[src/rtl/ln_seq_ctrl_pkg.sv]
// Shared types and constants for the ln-stage sequencer: state encoding,
// fixed-point reference constants and small helper functions.
package ln_seq_ctrl_pkg;

    localparam logic [1:0] ST_IDLE = 2'd0;
    localparam logic [1:0] ST_ARM  = 2'd1;
    localparam logic [1:0] ST_RUN  = 2'd2;
    localparam logic [1:0] ST_DONE = 2'd3;

    typedef enum logic [1:0] {
        IDLE = ST_IDLE,
        ARM  = ST_ARM,
        RUN  = ST_RUN,
        DONE = ST_DONE
    } state_e;

    localparam logic [31:0] Q4_28_ONE = 32'h1000_0000;
    localparam logic [31:0] LN2_Q2_30 = 32'h2C5C_85FD;

    function automatic int timer_width(input int arm_cycles, input int timeout_cycles);
        int max_v;
        max_v = (arm_cycles > timeout_cycles) ? arm_cycles : timeout_cycles;
        return (max_v > 2) ? $clog2(max_v) : 1;
    endfunction

    // Integer part of a 4.28 value is zero when the sum is below 1.0.
    function automatic logic range_err(input logic [3:0] int_bits);
        return (int_bits == 4'd0);
    endfunction

endpackage

[src/rtl/ln_seq_ctrl_if.sv]
// Handshake bundle between the adder tree, the ln datapath and the subtractor,
// as seen by the sequencer (slave) and its environment (master).
interface ln_seq_ctrl_if #(parameter int DATA_SIZE = 32);

    logic [DATA_SIZE-1:0] sum_data_i;
    logic                 sum_valid_i;
    logic                 sum_ready_o;
    logic                 flush_i;
    logic                 ln_reset_n_o;
    logic [DATA_SIZE-1:0] ln_data_o;
    logic                 ln_data_valid_o;
    logic [DATA_SIZE-1:0] ln_result_i;
    logic                 ln_result_valid_i;
    logic [DATA_SIZE-1:0] result_o;
    logic                 result_valid_o;
    logic                 result_ready_i;
    logic                 err_o;
    logic                 busy_o;

    modport slave (
        input  sum_data_i, sum_valid_i, flush_i, ln_result_i, ln_result_valid_i, result_ready_i,
        output sum_ready_o, ln_reset_n_o, ln_data_o, ln_data_valid_o, result_o, result_valid_o,
               err_o, busy_o
    );

    modport master (
        output sum_data_i, sum_valid_i, flush_i, ln_result_i, ln_result_valid_i, result_ready_i,
        input  sum_ready_o, ln_reset_n_o, ln_data_o, ln_data_valid_o, result_o, result_valid_o,
               err_o, busy_o
    );

endinterface

[src/rtl/ln_seq_ctrl_timer.sv]
// Loadable down-counter shared by the arm delay and the run watchdog;
// saturates at zero and reports when it gets there.
module ln_seq_timer #(
    parameter int WIDTH = 6
) (
    input  logic             clock_i,
    input  logic             reset_n_i,
    input  logic             i_load,
    input  logic [WIDTH-1:0] i_load_val,
    input  logic             i_dec,
    output logic             o_zero
);

    logic [WIDTH-1:0] r_count;

    // Count register: load has priority over decrement.
    always_ff @(posedge clock_i) begin
        if (!reset_n_i) begin
            r_count <= '0;
        end else if (i_load) begin
            r_count <= i_load_val;
        end else if (i_dec && (r_count != '0)) begin
            r_count <= r_count - WIDTH'(1);
        end else begin
            r_count <= r_count;
        end
    end

    assign o_zero = (r_count == '0);

endmodule

[src/rtl/ln_seq_ctrl.sv]
// Sequencer around the one-shot ln datapath: range-check, re-arm, run, hand off.
// Optional run watchdog enabled by defining LN_TIMEOUT_EN.
module ln_seq_ctrl
    import ln_seq_ctrl_pkg::*;
#(
    parameter int DATA_SIZE      = 32,
    parameter int ARM_CYCLES     = 2,
    parameter int TIMEOUT_CYCLES = 64
) (
    input  logic          clock_i,
    input  logic          reset_n_i,
    ln_seq_ctrl_if.slave  bus
);

    localparam int TW = timer_width(ARM_CYCLES, TIMEOUT_CYCLES);

    state_e               r_state;
    state_e               w_state_nxt;
    logic                 r_sum_ready;
    logic                 r_ln_reset_n;
    logic                 r_ln_dv;
    logic                 r_result_valid;
    logic                 r_err;
    logic                 r_busy;
    logic [DATA_SIZE-1:0] r_sum;
    logic [DATA_SIZE-1:0] r_result;

    logic                 w_tmr_load;
    logic [TW-1:0]        w_tmr_val;
    logic                 w_tmr_dec;
    logic                 w_tmr_zero;
    logic                 w_sum_latch;
    logic                 w_res_cap;
    logic [DATA_SIZE-1:0] w_res_val;
    logic                 w_err_val;

    ln_seq_timer #(.WIDTH(TW)) u_timer (
        .clock_i    (clock_i),
        .reset_n_i  (reset_n_i),
        .i_load     (w_tmr_load),
        .i_load_val (w_tmr_val),
        .i_dec      (w_tmr_dec),
        .o_zero     (w_tmr_zero)
    );

    // Next-state logic plus timer, sum-latch and result-capture controls.
    always_comb begin
        w_state_nxt = r_state;
        w_tmr_load  = 1'b0;
        w_tmr_val   = '0;
        w_tmr_dec   = 1'b0;
        w_sum_latch = 1'b0;
        w_res_cap   = 1'b0;
        w_res_val   = '0;
        w_err_val   = 1'b0;
        case (r_state)
            IDLE: begin
                if (bus.sum_valid_i && r_sum_ready) begin
                    w_sum_latch = 1'b1;
                    if (range_err(bus.sum_data_i[DATA_SIZE-1 -: 4])) begin
                        w_state_nxt = DONE;
                        w_res_cap   = 1'b1;
                        w_err_val   = 1'b1;
                    end else begin
                        w_state_nxt = ARM;
                        w_tmr_load  = 1'b1;
                        w_tmr_val   = TW'(ARM_CYCLES - 1);
                    end
                end else begin
                    w_state_nxt = IDLE;
                end
            end
            ARM: begin
                if (w_tmr_zero) begin
                    w_state_nxt = RUN;
`ifdef LN_TIMEOUT_EN
                    w_tmr_load  = 1'b1;
                    w_tmr_val   = TW'(TIMEOUT_CYCLES - 1);
`endif
                end else begin
                    w_tmr_dec = 1'b1;
                end
            end
            RUN: begin
                if (bus.ln_result_valid_i) begin
                    w_state_nxt = DONE;
                    w_res_cap   = 1'b1;
                    w_res_val   = bus.ln_result_i;
`ifdef LN_TIMEOUT_EN
                end else if (w_tmr_zero) begin
                    // ln never normalised its input: report a timeout error.
                    w_state_nxt = DONE;
                    w_res_cap   = 1'b1;
                    w_err_val   = 1'b1;
                end else begin
                    w_tmr_dec = 1'b1;
                end
`else
                end else begin
                    w_state_nxt = RUN;
                end
`endif
            end
            DONE: begin
                if (r_result_valid && bus.result_ready_i) begin
                    w_state_nxt = IDLE;
                end else begin
                    w_state_nxt = DONE;
                end
            end
            default: begin
                w_state_nxt = IDLE;
            end
        endcase
    end

    // State and registered outputs; flush overrides every transition.
    always_ff @(posedge clock_i) begin
        if (!reset_n_i) begin
            r_state        <= IDLE;
            r_sum_ready    <= 1'b0;
            r_ln_reset_n   <= 1'b0;
            r_ln_dv        <= 1'b0;
            r_result_valid <= 1'b0;
            r_err          <= 1'b0;
            r_busy         <= 1'b0;
            r_sum          <= '0;
            r_result       <= '0;
        end else if (bus.flush_i) begin
            r_state        <= IDLE;
            r_sum_ready    <= 1'b1;
            r_ln_reset_n   <= 1'b0;
            r_ln_dv        <= 1'b0;
            r_result_valid <= 1'b0;
            r_err          <= 1'b0;
            r_busy         <= 1'b0;
            r_sum          <= r_sum;
            r_result       <= '0;
        end else begin
            r_state        <= w_state_nxt;
            r_sum_ready    <= (w_state_nxt == IDLE);
            r_ln_reset_n   <= (w_state_nxt == RUN);
            r_ln_dv        <= (w_state_nxt == RUN);
            r_result_valid <= (w_state_nxt == DONE);
            r_busy         <= (w_state_nxt != IDLE);
            if (w_sum_latch) begin
                r_sum <= bus.sum_data_i;
            end else begin
                r_sum <= r_sum;
            end
            if (w_res_cap) begin
                r_result <= w_res_val;
                r_err    <= w_err_val;
            end else if (w_state_nxt == IDLE) begin
                r_result <= '0;
                r_err    <= 1'b0;
            end else begin
                r_result <= r_result;
                r_err    <= r_err;
            end
        end
    end

    assign bus.sum_ready_o     = r_sum_ready;
    assign bus.ln_reset_n_o    = r_ln_reset_n;
    assign bus.ln_data_o       = r_sum;
    assign bus.ln_data_valid_o = r_ln_dv;
    assign bus.result_o        = r_result;
    assign bus.result_valid_o  = r_result_valid;
    assign bus.err_o           = r_err;
    assign bus.busy_o          = r_busy;

endmodule

[src/flat_wrapper.sv]
// flat-port wrapper written by rule: the top's interface ports become plain ports
module ln_seq_ctrl_flat import ln_seq_ctrl_pkg::*;
#(
    parameter int DATA_SIZE      = 32,
    parameter int ARM_CYCLES     = 2,
    parameter int TIMEOUT_CYCLES = 64
)
  (clock_i, reset_n_i, bus_sum_data_i, bus_sum_valid_i, bus_flush_i, bus_ln_result_i, bus_ln_result_valid_i, bus_result_ready_i, bus_sum_ready_o, bus_ln_reset_n_o, bus_ln_data_o, bus_ln_data_valid_o, bus_result_o, bus_result_valid_o, bus_err_o, bus_busy_o);
  ln_seq_ctrl_if #(.DATA_SIZE(DATA_SIZE)) bus_i ();
  input  logic clock_i;
  input  logic reset_n_i;
  input wire logic [$bits(bus_i.sum_data_i)-1:0] bus_sum_data_i;
  input wire logic [$bits(bus_i.sum_valid_i)-1:0] bus_sum_valid_i;
  input wire logic [$bits(bus_i.flush_i)-1:0] bus_flush_i;
  input wire logic [$bits(bus_i.ln_result_i)-1:0] bus_ln_result_i;
  input wire logic [$bits(bus_i.ln_result_valid_i)-1:0] bus_ln_result_valid_i;
  input wire logic [$bits(bus_i.result_ready_i)-1:0] bus_result_ready_i;
  output wire logic [$bits(bus_i.sum_ready_o)-1:0] bus_sum_ready_o;
  output wire logic [$bits(bus_i.ln_reset_n_o)-1:0] bus_ln_reset_n_o;
  output wire logic [$bits(bus_i.ln_data_o)-1:0] bus_ln_data_o;
  output wire logic [$bits(bus_i.ln_data_valid_o)-1:0] bus_ln_data_valid_o;
  output wire logic [$bits(bus_i.result_o)-1:0] bus_result_o;
  output wire logic [$bits(bus_i.result_valid_o)-1:0] bus_result_valid_o;
  output wire logic [$bits(bus_i.err_o)-1:0] bus_err_o;
  output wire logic [$bits(bus_i.busy_o)-1:0] bus_busy_o;
  assign bus_i.sum_data_i = bus_sum_data_i;
  assign bus_i.sum_valid_i = bus_sum_valid_i;
  assign bus_i.flush_i = bus_flush_i;
  assign bus_i.ln_result_i = bus_ln_result_i;
  assign bus_i.ln_result_valid_i = bus_ln_result_valid_i;
  assign bus_i.result_ready_i = bus_result_ready_i;
  assign bus_sum_ready_o = bus_i.sum_ready_o;
  assign bus_ln_reset_n_o = bus_i.ln_reset_n_o;
  assign bus_ln_data_o = bus_i.ln_data_o;
  assign bus_ln_data_valid_o = bus_i.ln_data_valid_o;
  assign bus_result_o = bus_i.result_o;
  assign bus_result_valid_o = bus_i.result_valid_o;
  assign bus_err_o = bus_i.err_o;
  assign bus_busy_o = bus_i.busy_o;
  ln_seq_ctrl #(.DATA_SIZE(DATA_SIZE), .ARM_CYCLES(ARM_CYCLES), .TIMEOUT_CYCLES(TIMEOUT_CYCLES)) u_core (.clock_i(clock_i), .reset_n_i(reset_n_i), .bus(bus_i));
endmodule
[config.mk]
export PLATFORM = sky130hd
export DESIGN_NAME = ln_seq_ctrl_flat
export DESIGN_NICKNAME = d
export VERILOG_FILES = /design/src/rtl/ln_seq_ctrl_pkg.sv /design/src/rtl/ln_seq_ctrl_if.sv /design/src/rtl/ln_seq_ctrl_timer.sv /design/src/rtl/ln_seq_ctrl.sv /design/src/flat_wrapper.sv
export SDC_FILE = /design/constraint.sdc
export NUM_CORES = 1
export LEC_CHECK = 0
export ABC_AREA = 0
export CORE_MARGIN = 3
export CORE_UTILIZATION = 44
export CTS_CLUSTER_DIAMETER = 120
export DETAILED_ROUTE_END_ITERATION = 16
export PLACE_DENSITY = 0.86
export SYNTH_ARGS = -nofsm -noshare
export SYNTH_HDL_FRONTEND = slang
export SYNTH_SLANG_ARGS = --single-unit
export TNS_END_PERCENT = 5
[constraint.sdc]
create_clock -name clock_i -period 2.5 [get_ports clock_i]
set_input_delay 0.5 -clock clock_i [delete_from_list [all_inputs] [get_ports clock_i]]
set_output_delay 0.5 -clock clock_i [all_outputs]
set_load 0.05 [all_outputs]
# Word level (Yosys, flattened, before mapping)

Cells that the tools add are included.

Flip-flop bits (word level): 77
Output and inout port bits: 70
Word-level logic and storage cells: 60
Input port bits: 70

Bitwise gates (word level): 2
Mux-type cells: 30
Reduce and logical (&&, ||, !) cells: 13
Add/subtract/negate cells: 1
Equal/unequal tests: 5

Operators by type and width:

| kind                                                                | number |
|---|---|
| 32-bit 2-to-1 mux                                                   | 4 |
| 6-bit 2-to-1 mux                                                    | 4 |
| 1-bit 2-to-1 mux                                                    | 16 |
| 2-bit == test (second input constant)                               | 4 |
| 2-bit 2-to-1 mux                                                    | 4 |
| 2-bit one-hot mux with 4 select lines                               | 1 |
| 6-bit logical NOT                                                   | 1 |
| 2-bit nonzero test                                                  | 3 |
| 6-bit nonzero test                                                  | 1 |
| 6-bit by 1-bit subtractor with 6-bit output (second input constant) | 1 |
| 2-bit logical NOT                                                   | 2 |
| 4-bit logical NOT                                                   | 1 |
| 1-bit logical AND                                                   | 3 |
| 2-bit by 1-bit == test with 1-bit output (second input constant)    | 1 |
| 1-bit NOT                                                           | 2 |
| 1-bit one-hot mux with 2 select lines                               | 1 |
| 2-bit AND reduction                                                 | 1 |
| 2-bit OR reduction                                                  | 1 |

# Longest topological paths before layout

Depth after elaboration: 7
Gate-level depth with buffers: 6
Depth with buffers taken out: 6

# Hierarchy

From an unflattened synthesis, not the netlist that was laid out.

Cell total of the unflattened synthesis: 369
Area total of the unflattened synthesis: 3375.7 um2

By module, submodules not included:

| module       | cells an instance | sequential area each (um2) | area an instance (um2) | instances |
|---|---|---|---|---|
| ln_seq_ctrl  | 327               | 1421.4                     | 3001.6                 | 1 |
| ln_seq_timer | 42                | 120.1                      | 374.1                  | 1 |

# Least setup slack after synthesis

No wires, ideal clock.

Path kind: input -> register
Start point: in bus_sum_data_i[31]
End point: reg u_core.r_result[22], in the netlist u_core.bus.result_o[22]
Stages on the path: 6
Setup time: 128 ps
Arrival: 1718 ps
Required time: 2372 ps
Buffers on the path: 2
Path slack: 654 ps
Cell sequence: or4_4 or2_1 buf_6 buf_8 a32oi_1 nor2_1

Cells in the longest elaborated chain, start to end: 6
Elaborated cells on any way between the ends: 10
Those cells by class: 7 x mux; 3 x reduce/logical

Ends and longest elaborated chain:

| what                                  | RTL line              | text |
|---|---|---|
| start: declaration                    | flat_wrapper.sv:12    | `input wire logic [$bits(bus_i.sum_data_i)-1:0] bus_sum_data_i;` |
| 4-bit logical NOT *                   | ln_seq_ctrl_pkg.sv:28 | `return (int_bits == 4'd0);` |
| 2-bit 2-to-1 mux                      | ln_seq_ctrl.sv:60     | `if (range_err(bus.sum_data_i[DATA_SIZE-1 -: 4])) begin` |
| 2-bit 2-to-1 mux                      | ln_seq_ctrl.sv:58     | `if (bus.sum_valid_i && r_sum_ready) begin` |
| 2-bit one-hot mux with 4 select lines | ln_seq_ctrl.sv:56     | `case (r_state)` |
| 2-bit logical NOT                     | ln_seq_ctrl.sv:154    | `end else if (w_state_nxt == IDLE) begin` |
| 2-bit nonzero test (no source line)   | --                    |  |
| end signal: assignment                | ln_seq_ctrl.sv:152    | `r_result <= w_res_val;` |
| end signal: assignment                | ln_seq_ctrl.sv:158    | `r_result <= r_result;` |
| end: declaration                      | ln_seq_ctrl.sv:26     | `logic [DATA_SIZE-1:0] r_result;` |

Mark *: on every way between the ends. The rest lies on a longest branch, timed or not.
A chain may end at the register's enable or synchronous reset.

# Worst setup path after layout

Start point: reg u_core.r_sum_ready, in the netlist u_core.bus.sum_ready_o
End point: out bus_sum_ready_o

RTL lines:

| what                     | RTL line           | text |
|---|---|---|
| start: declaration       | ln_seq_ctrl.sv:19  | `logic r_sum_ready;` |
| start signal: assignment | ln_seq_ctrl.sv:141 | `r_sum_ready <= (w_state_nxt == IDLE);` |
| end: declaration         | flat_wrapper.sv:18 | `output wire logic [$bits(bus_i.sum_ready_o)-1:0] bus_sum_ready_o;` |

No word-level cell between the ends.

==> results_dict.tcl <==
set metrics [dict create \
    power.share.sequential 0.472 \
    worstSetupPathDepth 1 \
    nets 522 \
    yosysUniqueCellTypes 38 \
    yosys-mux-area-fraction 0 \
    grt_max_degree 34 \
    crit_family "buffers and inverters" \
    max_stage_delay_ps 830 \
    cts_sinks 77 \
    synth_edf_count 0 \
    regArea_sq_mm 0.00154 \
    root_buffer "clkbuf_8" \
    status "finished, final reports clean" \
    insertedDiodeCount 0 \
    met2_length_mm 4.29 \
    synthXorXnorAreaFrac 0.0150 \
    cp.arrival_ps 1530 \
    power.switching_mw 0.640 \
    synthAdderAreaFrac 0.00855 \
    switching_share 0.239 \
    cp-end-kind "primary output" \
    r2r_slack_ps 840 \
    timing.rr.end "u_core.bus.result_o[9]$_SDFFE_PP0P_" \
    highest_layer "met4" \
    finalSetupTns_ps 0 \
    grt_antenna_before_repair 0 \
    rr_startpoint "u_core.r_state[1]$_SDFF_PP0_" \
    dp_cells 516 \
    min_period_over_period 0.811 \
    instances_no_fill 532 \
    insertion_delay_ps 340 \
    drt.antenna.violating_nets 0 \
    synth.largest_area_cell "dfxtp_1" \
    initial_utilization 0.458 \
    crit_path_end "bus_sum_ready_o" \
    drv_slew 0 \
    fmax_mhz 493 \
    power_leakage_nw 1.60 \
    numCtsBuffers 9 \
    io_pins 140 \
    hold_slack_ps 455 \
    p_comb_frac 0.128 \
    grt_first_pass_wirelength_mm 12.7 \
    viasPerCell 5.20 \
    rsz0062_at_grt "false" \
    cts_buffer_depth 2 \
    gr-usage-all-layers 0.211 \
    postSynthAreaPerCell_sq_um 9.20 \
    drt_pass1_iterations 5 \
    area_delta_synth_final_pct 56.6 \
    drt_iter0_drc 99 \
    tritoncts "built" \
    critical_path_class "flip-flop to primary output" \
    overflow 0 \
    hold_viol 0 \
    met1_length_mm 3.26 \
    hpwl_mm 5.78 \
    vdd_drop_max_uv 395 \
    drc_errors 0 \
    place_congestion 0.798 \
    drt-total-wl_mm 8.18 \
    required_ps 2000 \
    ys_top_cells_by_area "dfxtp_1, a32oi_1, nand2_1" \
    synth_top_family_by_area "compound AO/OA/AOI/OAI gates" \
    wl_met3_um 458 \
    powerDensity_mw_per_mm2 584 \
    place_ws_ps 175 \
    path_cells "clkdlybuf4s50_1" \
    clk_pin_slew_ps 80 \
    post_cts_buffers 0 \
    cpMaxStageDelayCell "clkdlybuf4s50_1" \
    startpoint_type "flip-flop" \
    crit_fanout 3 \
    cts.htree.levels 3 \
    power.share.clock 0.400 \
    num_vias 2768 \
    worstSetupStartpoint "u_core.bus.sum_ready_o$_SDFF_PN0_" \
    drv_cap 0 \
    seq_area_frac_synth 0.527 \
    path_buf_inv 1 \
    finalSetupViolCount 0 \
    ys.warnings.count 0 \
    clock_skew_ps 8.77 \
    core.rowCount 29 \
    synth.net_count 390 \
    port_buffers 139 \
    wire_per_inst_um 15.4 \
    worstMarginPinSlew_ps 536 \
    ys_ff_latch 77 \
    core_area_sq_mm 0.00639 \
    fp.dieW_um 87.6 \
    fp.dieH_um 87.6 \
    r2r_cells 5 \
    async_flop_share 0 \
    hold_class "flip-flop to flip-flop" \
    drive_above_1_share 0.0593 \
    fillCellCount 498 \
    synthFlopType "dfxtp_1" \
    multiInputGateArea_sq_mm 0.00123 \
    min_period_ps 2030 \
    dieArea_sq_mm 0.00767 \
    syn_area_sq_mm 0.00293 \
    synth_compound_area_frac 0.212 \
    yosys.area_share.simple 0.181 \
    synthCells 318 \
    ctsResizeCount 0 \
    synth_top_area_frac 0.527 \
    ctsHoldBuffers 0 \
    internal_power_mw 2.03 \
    relSlewSlack 0.642 \
    fin_ws_ps 472 \
    grt_pass1_vias 2645 \
]
-- cell families after synthesis --
| kind of cell | Yosys count |
|---|---|
| simple gates | 124 |
| compound gates | 79 |
| flops | 77 |
| buf+inv | 31 |
| xor+xnor | 5 |
| fa+ha+maj | 2 |
-- final cells by class --
type	count	area share
Clock buffer	11	0.0330
Clock inverter	5	0.0177
Inverter	5	0.00410
Multi-Input combinational cell	210	0.268
Sequential cell	77	0.336
Tap cell	77	0.0210
Timing Repair Buffer	147	0.319
-- state kept, by name, indices dropped and copies added, names as in the netlist --
name and cells:
u_core.bus.err_o 1, u_core.bus.sum_ready_o 1, u_core.r_state 2, u_core.bus.ln_reset_n_o 1, u_core.bus.ln_data_o 32, u_core.bus.result_o 32, u_core.u_timer.r_count 6, u_core.bus.busy_o 1
u_core.bus.result_valid_o 1
-- power groups by stage --
stage                     combinational, mW  clock (mW)  sequential [mW]
after floorplan                      0.0946           0             1.36
after global placement                0.339           0             1.29
after detailed placement              0.342           0             1.29
after CTS                             0.344        1.09             1.26
after global routing                  0.366        1.13             1.27
final                                 0.343        1.07             1.26
-- worst min-delay path, cell delays in order, from the launching register on --
cell and delay, ps:
dfxtp_1 310, nand2_1 50, a21boi_1 50
-- synth_stat cells, drive strengths merged, types with 2 or more instances --
library cell	n
ha	2
nand2b	2
a21oi	2
dfxtp	77
a21boi	33
nor2	42
o211ai	2
or2	2
a32oi	32
nand2	66
a211oi	2
o21ai	3
buf	8
xnor2	2
clkbuf	18
inv	5
xor2	3
-- cells in the final DEF (no fill, tap or decap), drive strengths merged --
cell / n
clkdlybuf4s50: 139
dfxtp: 77
nand2: 66
nor2: 42
a21boi: 33
a32oi: 32
clkbuf: 11
buf: 8
inv: 6
o21ai: 3
xor2: 3
or2: 2
nand2b: 2
o211ai: 2
xnor2: 2
a211oi: 2
a21oi: 2
ha: 2
bufinv: 2
nand4bb: 1
or3: 1
nor2b: 1
o21a: 1
and3: 1
o21bai: 1
or4: 1
or2b: 1
o2111ai: 1
nor4b: 1
and3b: 1
and4: 1
nor3: 1
o22ai: 1
nand3b: 1
nor4: 1
o31a: 1
clkinv: 1
clkinvlp: 1
-- metal layers --
layer | up-vias | GRT usage
met5 | - | 0
met4 | 0 | 0.0948
met3 | 15 | 0.0508
met2 | 84 | 0.372
met1 | 1307 | 0.241
li1 | 1362 | -
-- how the worst min path moves through the flow --
stage	start	to	slack, ps	depth (start not counted)
3_3_place_gp	u_core.bus.ln_data_o[2]$_SDFFE_PN0P_	u_core.bus.ln_data_o[2]$_SDFFE_PN0P_	440	2
4_1_cts	u_core.bus.ln_data_o[0]$_SDFFE_PN0P_	u_core.bus.ln_data_o[0]$_SDFFE_PN0P_	450	2
5_1_grt	u_core.bus.ln_data_o[0]$_SDFFE_PN0P_	u_core.bus.ln_data_o[0]$_SDFFE_PN0P_	470	2
6_report	u_core.bus.ln_data_o[0]$_SDFFE_PN0P_	u_core.bus.ln_data_o[0]$_SDFFE_PN0P_	460	2
2_1_floorplan	u_core.u_timer.r_count[5]$_SDFFE_PN0P_	u_core.u_timer.r_count[5]$_SDFFE_PN0P_	470	2
3_5_place_dp	u_core.bus.ln_data_o[5]$_SDFFE_PN0P_	u_core.bus.ln_data_o[5]$_SDFFE_PN0P_	450	2
-- through the flow --
step	instance area, sq um	util	power [mW]
global route	4580	0.717	2.76
detailed placement	4350	0.681	1.63
CTS	4580	0.717	2.69
floorplan	2930	-	1.46
global placement	4350	0.681	1.63
finish	4580	0.717	2.67
Power figures use the tool's default switching activity.
